$ cat config.mk
export PLATFORM = sky130hd
export DESIGN_NAME = lcd_host_drv_flat
export DESIGN_NICKNAME = d
export VERILOG_FILES = /design/src/rtl/lcd_host_drv_if.sv /design/src/rtl/lcd_host_drv.sv /design/src/flat_wrapper.sv
export SDC_FILE = /design/constraint.sdc
export NUM_CORES = 1
export LEC_CHECK = 0
export BUFFER_PORTS_ARGS = -buffer_cell sky130_fd_sc_hd__clkbuf_2
export CAP_MARGIN = 25
export CORE_ASPECT_RATIO = 0.75
export CORE_UTILIZATION = 50
export CTS_BUF_LIST = sky130_fd_sc_hd__clkbuf_4
export CTS_CLUSTER_DIAMETER = 60
export DETAILED_ROUTE_END_ITERATION = 8
export GPL_TIMING_DRIVEN = 0
export HOLD_SLACK_MARGIN = 0.12
export MAX_ROUTING_LAYER = met4
export PLACE_DENSITY = 0.69
export SYNTH_ARGS = -nofsm -noshare
export SYNTH_HDL_FRONTEND = slang
export SYNTH_SLANG_ARGS = --single-unit
export TNS_END_PERCENT = 10
$ cat constraint.sdc
create_clock -name clk -period 4.75 [get_ports clk]
set_input_delay 0.475 -clock clk [delete_from_list [all_inputs] [get_ports clk]]
set_output_delay 0.475 -clock clk [all_outputs]
set_load 0.05 [all_outputs]
$ cat src/rtl/lcd_host_drv_if.sv
// Host-driver bus bundle: sequencer request side, image ROM port, LCD controller
// command/data channel and window-buffer read port.
interface lcd_host_drv_if;
  logic       req_valid;
  logic [2:0] req_cmd;
  logic       req_ready;
  logic [6:0] img_addr;
  logic [7:0] img_data;
  logic [2:0] cmd;
  logic       cmd_valid;
  logic [7:0] datain;
  logic       busy;
  logic [7:0] dataout;
  logic       output_valid;
  logic [3:0] win_addr;
  logic [7:0] win_data;
  logic       done;
  logic [4:0] beat_cnt;
  logic       err;

  modport master (
    input  req_valid, req_cmd, img_data, busy, dataout, output_valid, win_addr,
    output req_ready, img_addr, cmd, cmd_valid, datain, win_data, done, beat_cnt, err
  );

  modport slave (
    output req_valid, req_cmd, img_data, busy, dataout, output_valid, win_addr,
    input  req_ready, img_addr, cmd, cmd_valid, datain, win_data, done, beat_cnt, err
  );
endinterface

$ cat src/rtl/lcd_host_drv.sv
// Host-side LCD controller driver: issues one command per request, streams the
// image on LOAD, captures returned window beats and reports completion/errors.
module lcd_host_drv #(
  parameter int unsigned IMG_SIZE = 108,
  parameter int unsigned WIN_SIZE = 16,
  parameter int unsigned TIMEOUT  = 1023
) (
  input logic            clk,
  input logic            reset,
  lcd_host_drv_if.master bus
);
  localparam int unsigned PIX_W   = 7;
  localparam int unsigned BEAT_W  = 5;
  localparam int unsigned WADDR_W = 4;
  localparam int unsigned TO_W    = 10;
  localparam int unsigned DATA_W  = 8;
  localparam int unsigned OP_W    = 3;

  localparam logic [OP_W-1:0]  OP_LOAD  = OP_W'(0);
  localparam logic [OP_W-1:0]  OP_RSVD  = OP_W'(7);
  localparam logic [PIX_W-1:0] LAST_PIX = PIX_W'(IMG_SIZE - 1);

  typedef enum logic [2:0] {S_IDLE, S_ISSUE, S_LOAD, S_WAIT, S_DONE} state_t;

  state_t              state, state_d;
  logic [OP_W-1:0]     op_q, op_d;
  logic [PIX_W-1:0]    pix_q, pix_d;
  logic [TO_W-1:0]     wcnt_q, wcnt_d;
  logic                seen_q, seen_d;
  logic [BEAT_W-1:0]   beat_q, beat_d;
  logic                err_q, err_d;
  logic [OP_W-1:0]     cmd_q, cmd_d;
  logic                cmd_valid_q, cmd_valid_d;
  logic [DATA_W-1:0]   datain_q, datain_d;
  logic [PIX_W-1:0]    img_addr_q, img_addr_d;
  logic                done_q, done_d;
  logic                win_we;
  logic                req_ready_c;
  logic [DATA_W-1:0]   win [WIN_SIZE];

  assign req_ready_c = (state == S_IDLE) & ~bus.busy & ~err_q;

  // Next-state, counters and next values of all registered outputs
  always_comb begin
    state_d = state;
    op_d    = op_q;
    pix_d   = pix_q;
    wcnt_d  = wcnt_q;
    seen_d  = seen_q;
    beat_d  = beat_q;
    err_d   = err_q;
    win_we  = 1'b0;

    case (state)
      S_IDLE: begin
        if (req_ready_c && bus.req_valid) begin
          if (bus.req_cmd == OP_RSVD) begin
            err_d = 1'b1;
          end else begin
            op_d    = bus.req_cmd;
            beat_d  = '0;
            seen_d  = 1'b0;
            state_d = S_ISSUE;
          end
        end
      end
      S_ISSUE: begin
        pix_d   = '0;
        wcnt_d  = '0;
        state_d = (op_q == OP_LOAD) ? S_LOAD : S_WAIT;
      end
      S_LOAD: begin
        if (pix_q == LAST_PIX) state_d = S_WAIT;
        else                   pix_d   = pix_q + PIX_W'(1);
      end
      S_WAIT: begin
        wcnt_d = wcnt_q + TO_W'(1);
        if (bus.busy) seen_d = 1'b1;
        // Beats past the buffer depth flag an error and are dropped
        if (bus.output_valid) begin
          if (beat_q < BEAT_W'(WIN_SIZE)) begin
            win_we = 1'b1;
            beat_d = beat_q + BEAT_W'(1);
          end else begin
            err_d = 1'b1;
          end
        end
        if (!bus.busy && seen_q) begin
          state_d = S_DONE;
        end else if (wcnt_q == TO_W'(TIMEOUT - 1)) begin
          err_d   = 1'b1;
          state_d = S_DONE;
        end
      end
      S_DONE:  state_d = S_IDLE;
      default: state_d = S_IDLE;
    endcase

    cmd_valid_d = (state_d == S_ISSUE);
    cmd_d       = cmd_valid_d ? bus.req_cmd : '0;
    done_d      = (state_d == S_DONE);
    // ROM is read one address ahead so datain lands on pixel k in LOAD cycle k
    datain_d    = (state_d == S_LOAD) ? bus.img_data : '0;
    img_addr_d  = '0;
    if (state_d == S_LOAD)
      img_addr_d = (pix_d == LAST_PIX) ? LAST_PIX : pix_d + PIX_W'(1);
  end

  always_ff @(posedge clk or negedge reset) begin
    if (!reset) begin
      state       <= S_IDLE;
      op_q        <= '0;
      pix_q       <= '0;
      wcnt_q      <= '0;
      seen_q      <= 1'b0;
      beat_q      <= '0;
      err_q       <= 1'b0;
      cmd_q       <= '0;
      cmd_valid_q <= 1'b0;
      datain_q    <= '0;
      img_addr_q  <= '0;
      done_q      <= 1'b0;
    end else begin
      state       <= state_d;
      op_q        <= op_d;
      pix_q       <= pix_d;
      wcnt_q      <= wcnt_d;
      seen_q      <= seen_d;
      beat_q      <= beat_d;
      err_q       <= err_d;
      cmd_q       <= cmd_d;
      cmd_valid_q <= cmd_valid_d;
      datain_q    <= datain_d;
      img_addr_q  <= img_addr_d;
      done_q      <= done_d;
    end
  end

  // Window buffer storage; contents are don't-care after reset
  always_ff @(posedge clk) begin
    if (win_we) win[beat_q[WADDR_W-1:0]] <= bus.dataout;
  end

  assign bus.req_ready = req_ready_c;
  assign bus.win_data  = win[bus.win_addr];
  assign bus.cmd       = cmd_q;
  assign bus.cmd_valid = cmd_valid_q;
  assign bus.datain    = datain_q;
  assign bus.img_addr  = img_addr_q;
  assign bus.done      = done_q;
  assign bus.beat_cnt  = beat_q;
  assign bus.err       = err_q;
endmodule

$ cat src/flat_wrapper.sv
// flat-port wrapper written by rule: the top's interface ports become plain ports
module lcd_host_drv_flat 
#(
  parameter int unsigned IMG_SIZE = 108,
  parameter int unsigned WIN_SIZE = 16,
  parameter int unsigned TIMEOUT  = 1023
)
  (clk, reset, bus_req_valid, bus_req_cmd, bus_img_data, bus_busy, bus_dataout, bus_output_valid, bus_win_addr, bus_req_ready, bus_img_addr, bus_cmd, bus_cmd_valid, bus_datain, bus_win_data, bus_done, bus_beat_cnt, bus_err);
  lcd_host_drv_if bus_i ();
  input logic clk;
  input logic reset;
  input wire logic [$bits(bus_i.req_valid)-1:0] bus_req_valid;
  input wire logic [$bits(bus_i.req_cmd)-1:0] bus_req_cmd;
  input wire logic [$bits(bus_i.img_data)-1:0] bus_img_data;
  input wire logic [$bits(bus_i.busy)-1:0] bus_busy;
  input wire logic [$bits(bus_i.dataout)-1:0] bus_dataout;
  input wire logic [$bits(bus_i.output_valid)-1:0] bus_output_valid;
  input wire logic [$bits(bus_i.win_addr)-1:0] bus_win_addr;
  output wire logic [$bits(bus_i.req_ready)-1:0] bus_req_ready;
  output wire logic [$bits(bus_i.img_addr)-1:0] bus_img_addr;
  output wire logic [$bits(bus_i.cmd)-1:0] bus_cmd;
  output wire logic [$bits(bus_i.cmd_valid)-1:0] bus_cmd_valid;
  output wire logic [$bits(bus_i.datain)-1:0] bus_datain;
  output wire logic [$bits(bus_i.win_data)-1:0] bus_win_data;
  output wire logic [$bits(bus_i.done)-1:0] bus_done;
  output wire logic [$bits(bus_i.beat_cnt)-1:0] bus_beat_cnt;
  output wire logic [$bits(bus_i.err)-1:0] bus_err;
  assign bus_i.req_valid = bus_req_valid;
  assign bus_i.req_cmd = bus_req_cmd;
  assign bus_i.img_data = bus_img_data;
  assign bus_i.busy = bus_busy;
  assign bus_i.dataout = bus_dataout;
  assign bus_i.output_valid = bus_output_valid;
  assign bus_i.win_addr = bus_win_addr;
  assign bus_req_ready = bus_i.req_ready;
  assign bus_img_addr = bus_i.img_addr;
  assign bus_cmd = bus_i.cmd;
  assign bus_cmd_valid = bus_i.cmd_valid;
  assign bus_datain = bus_i.datain;
  assign bus_win_data = bus_i.win_data;
  assign bus_done = bus_i.done;
  assign bus_beat_cnt = bus_i.beat_cnt;
  assign bus_err = bus_i.err;
  lcd_host_drv #(.IMG_SIZE(IMG_SIZE), .WIN_SIZE(WIN_SIZE), .TIMEOUT(TIMEOUT)) u_core (.clk(clk), .reset(reset), .bus(bus_i));
endmodule
==> impl_metrics.py <==
metrics = {
    "clock_tree": {
        "clk_transition_reported_paths_ps": 160,
        "cts_root_buf": "clkbuf_4",
        "h-tree-depth": 4,
        "clk_latency_ps": 570,
        "cts.path.max_buffers": 2,
        "cts_resized": 0,
        "cts_num_sinks": 178,
        "cts_tree": "done",
        "cts_inserted_buffers": 17,
    },
    "timing": {
        "skew_ps": 27.9,
        "worst_slack_ps": 1810,
        "hold_viol_final": 0,
        "finalCritPeriodShare_pct": 61.9,
        "fin_crit_ps": 2940,
        "tightestPinTransition_ps": 924,
        "max_freq_mhz": 340,
        "drv_slew": 0,
        "tns_ps": 0,
        "slew_headroom_pct": 38.1,
        "setup_viol": 0,
        "rsz0062_at_grt": "false",
    },
    "synth": {
        "ys_types": 66,
        "syn_area_mm2": 0.00742,
        "yosys_most_used_dff": "edfxtp_1",
        "synth_nets": 480,
        "synthArstFlopShare_pct": 28.1,
        "seq_area_frac_synth_pct": 68.7,
        "avgSynthCellArea_um2": 16.7,
        "synth-edff-count": 128,
        "ys_ff_latch": 178,
        "ys_warn_count": 0,
        "synthCells": 444,
    },
    "worst_setup_path": {
        "crit_fanout": 10,
        "required_ps": 4280,
        "r2r_slack_ps": 2090,
        "endpoint_kind": "primary output",
        "ff2ff_path_depth": 9,
        "cp.arrival_ps": 2460,
        "cp-start-kind": "primary input",
        "path_class": "in -> out",
    },
    "finish": {
        "layout_commonest_cell": "edfxtp_1",
        "final_cell_mix": "128 x edfxtp_1, 59 x clkbuf_2, 50 x dfrtp_1",
        "fillerInstances": 1129,
        "num-nets-final": 569,
        "area_delta_synth_final_pct": 13.4,
        "regArea_mm2": 0.00509,
        "drive_above_1_share_pct": 29.3,
        "fin_util_pct": 58.2,
        "multiInputGateArea_mm2": 0.00220,
        "n_antenna_cell": 0,
    },
    "global_route": {
        "antenna_found_initial": 0,
        "grt_pass1_vias": 4260,
        "grt_max_degree": 33,
        "grt-ovfl-total": 0,
        "grt_pass1_wl_um": 23800,
        "track_usage_pct": 22.4,
    },
    "floorplanning": {
        "dieWidth_um": 143,
        "core_mm2": 0.0145,
        "die_height_um": 107,
        "ioPinCount": 63,
        "die_area_mm2": 0.0153,
        "floorplan.initialDensity_pct": 51.3,
        "num_rows": 38,
    },
    "hold_path": {
        "min_path_type": "in -> reg",
        "min_path_cells": 2,
    },
    "placement": {
        "place_congestion": 0.870,
        "hpwl_um": 10400,
        "port_buffers": 59,
        "place_ws_ps": 1750,
    },
    "power_and_ir_drop": {
        "cellPowerDensity_mw_per_mm2": 442,
        "power.total_mw": 3.72,
        "leakage_nw": 3.08,
        "ir_drop_mv": 0.348,
    },
    "route": {
        "drc": 0,
        "ant_nets": 0,
        "top_layer": "met4",
        "wl_met2_um": 6950,
        "wl_met1_um": 7330,
        "vias": 4263,
        "first_pass_iters": 5,
        "routed_wl_um": 15300,
        "wl_per_cell_um": 20.5,
        "wl_met3_um": 816,
        "drt_iter0_markers": 299,
        "vias_per_cell": 5.71,
    },
    "flow_run": {
        "max_cap_violations": 0,
    },
    "run_status": {
        "status": "complete, no violations",
    },
}
[cells in the mapped netlist (3+ instances only)]
master / count / area share, %
a21o_1: 3 / 0.30
a21oi_1: 6 / 0.40
a31oi_1: 3 / 0.25
and2_1: 12 / 1.0
buf_1: 6 / 0.30
buf_2: 8 / 0.54
dfrtp_1: 50 / 17
edfxtp_1: 128 / 52
ha_1: 8 / 1.3
inv_1: 11 / 0.56
inv_2: 3 / 0.15
mux2i_1: 4 / 0.54
mux4_2: 40 / 12
nand2_1: 23 / 1.2
nand2b_1: 7 / 0.59
nand3_1: 9 / 0.61
nand4_1: 5 / 0.42
nor2_1: 27 / 1.4
nor2b_1: 5 / 0.42
nor3_1: 12 / 0.81
nor4_1: 3 / 0.25
o21ai_0: 9 / 0.61
or3_1: 5 / 0.42
xnor2_1: 4 / 0.47
[final cells by class]
type                            count  area share [%]
Sequential cell                   178            60.6
Multi-Input combinational cell    234            26.1
Timing Repair Buffer               70            4.94
Tap cell                          200            2.97
Clock inverter                     15            2.17
Clock buffer                       17            1.52
Buffer                             18            1.10
Inverter                           14           0.625
[worst max-delay path, stage by stage]
cell and delay, ps:
clkbuf_1 220, buf_2 400, mux4_2 620, mux4_2 480, clkbuf_2 250
[where the power goes]
part / total, mW / leakage, nW / switching [mW] / internal (mW)
logic: 0.932 / 1.13 / 0.629 / 0.304
clock network: 0.910 / 0.156 / 0.540 / 0.370
registers: 1.88 / 1.79 / 0.0993 / 1.78
[state kept, by name, summed over array words and instances, names as in the netlist]
| name | cells |
|---|---|
| u_core.bus.err | 1 |
| u_core.state | 3 |
| u_core.bus.datain | 8 |
| u_core.seen_q | 1 |
| u_core.bus.beat_cnt | 5 |
| u_core.bus.done | 1 |
| u_core.bus.cmd_valid | 1 |
| u_core.bus.cmd | 3 |
| u_core.bus.img_addr | 7 |
| u_core.win | 128 |
| u_core.pix_q | 7 |
| u_core.wcnt_q | 10 |
| u_core.op_q | 3 |
[per-stage QoR]
| stage | cell area, um^2 | instances | hold slack [ps] |
|---|---|---|---|
| after global placement | 7960 | 703 | 467 |
| after global routing | 8410 | 746 | 137 |
| after floorplan | 7420 | 444 | 179 |
| after CTS | 8410 | 746 | 125 |
| final | 8410 | 746 | 163 |
| after detailed placement | 8000 | 704 | 453 |
[cell families after synthesis]
family / after synthesis / share of synthesized area (%)
DFF: 178 / 68.7
adders and majority gates: 8 / 1.35
AOI/OAI and AO/OA: 51 / 5.16
muxes: 46 / 13.0
xor gates and xnor gates: 5 / 0.590
buffers and inverters: 32 / 1.96
and+or+nand+nor: 124 / 9.28
[metal layers]
layer  GRT usage (%)  vias to the layer above
met2            32.6                      144
met3            5.20                       18
met5               -                        -
met4            6.22                        0
met1            32.0                     2176
li1                -                     1925
[timing repair]
action,CTS,global route
hold buffers,10,0
setup endpoints to repair,0,0
setup buffers,0,0
endpoints found under the hold margin,27,0
[path summary, 6_finish.rpt]
| kind | start | endpoint |
|---|---|---|
| min | bus_req_cmd[0] | u_core.bus.cmd[0]$_DFF_PN0_ |
| max in group asynchronous | reset | u_core.wcnt_q[9]$_DFFE_PN0P_ |
| max reg2reg | u_core.pix_q[0]$_DFF_PN0_ | u_core.bus.img_addr[2]$_DFF_PN0_ |
| min reg2reg | u_core.seen_q$_DFFE_PN0P_ | u_core.seen_q$_DFFE_PN0P_ |
| max | bus_win_addr[0] | bus_win_data[6] |
| min in group asynchronous | reset | u_core.bus.img_addr[1]$_DFF_PN0_ |
(Power assumes the default switching activity.)
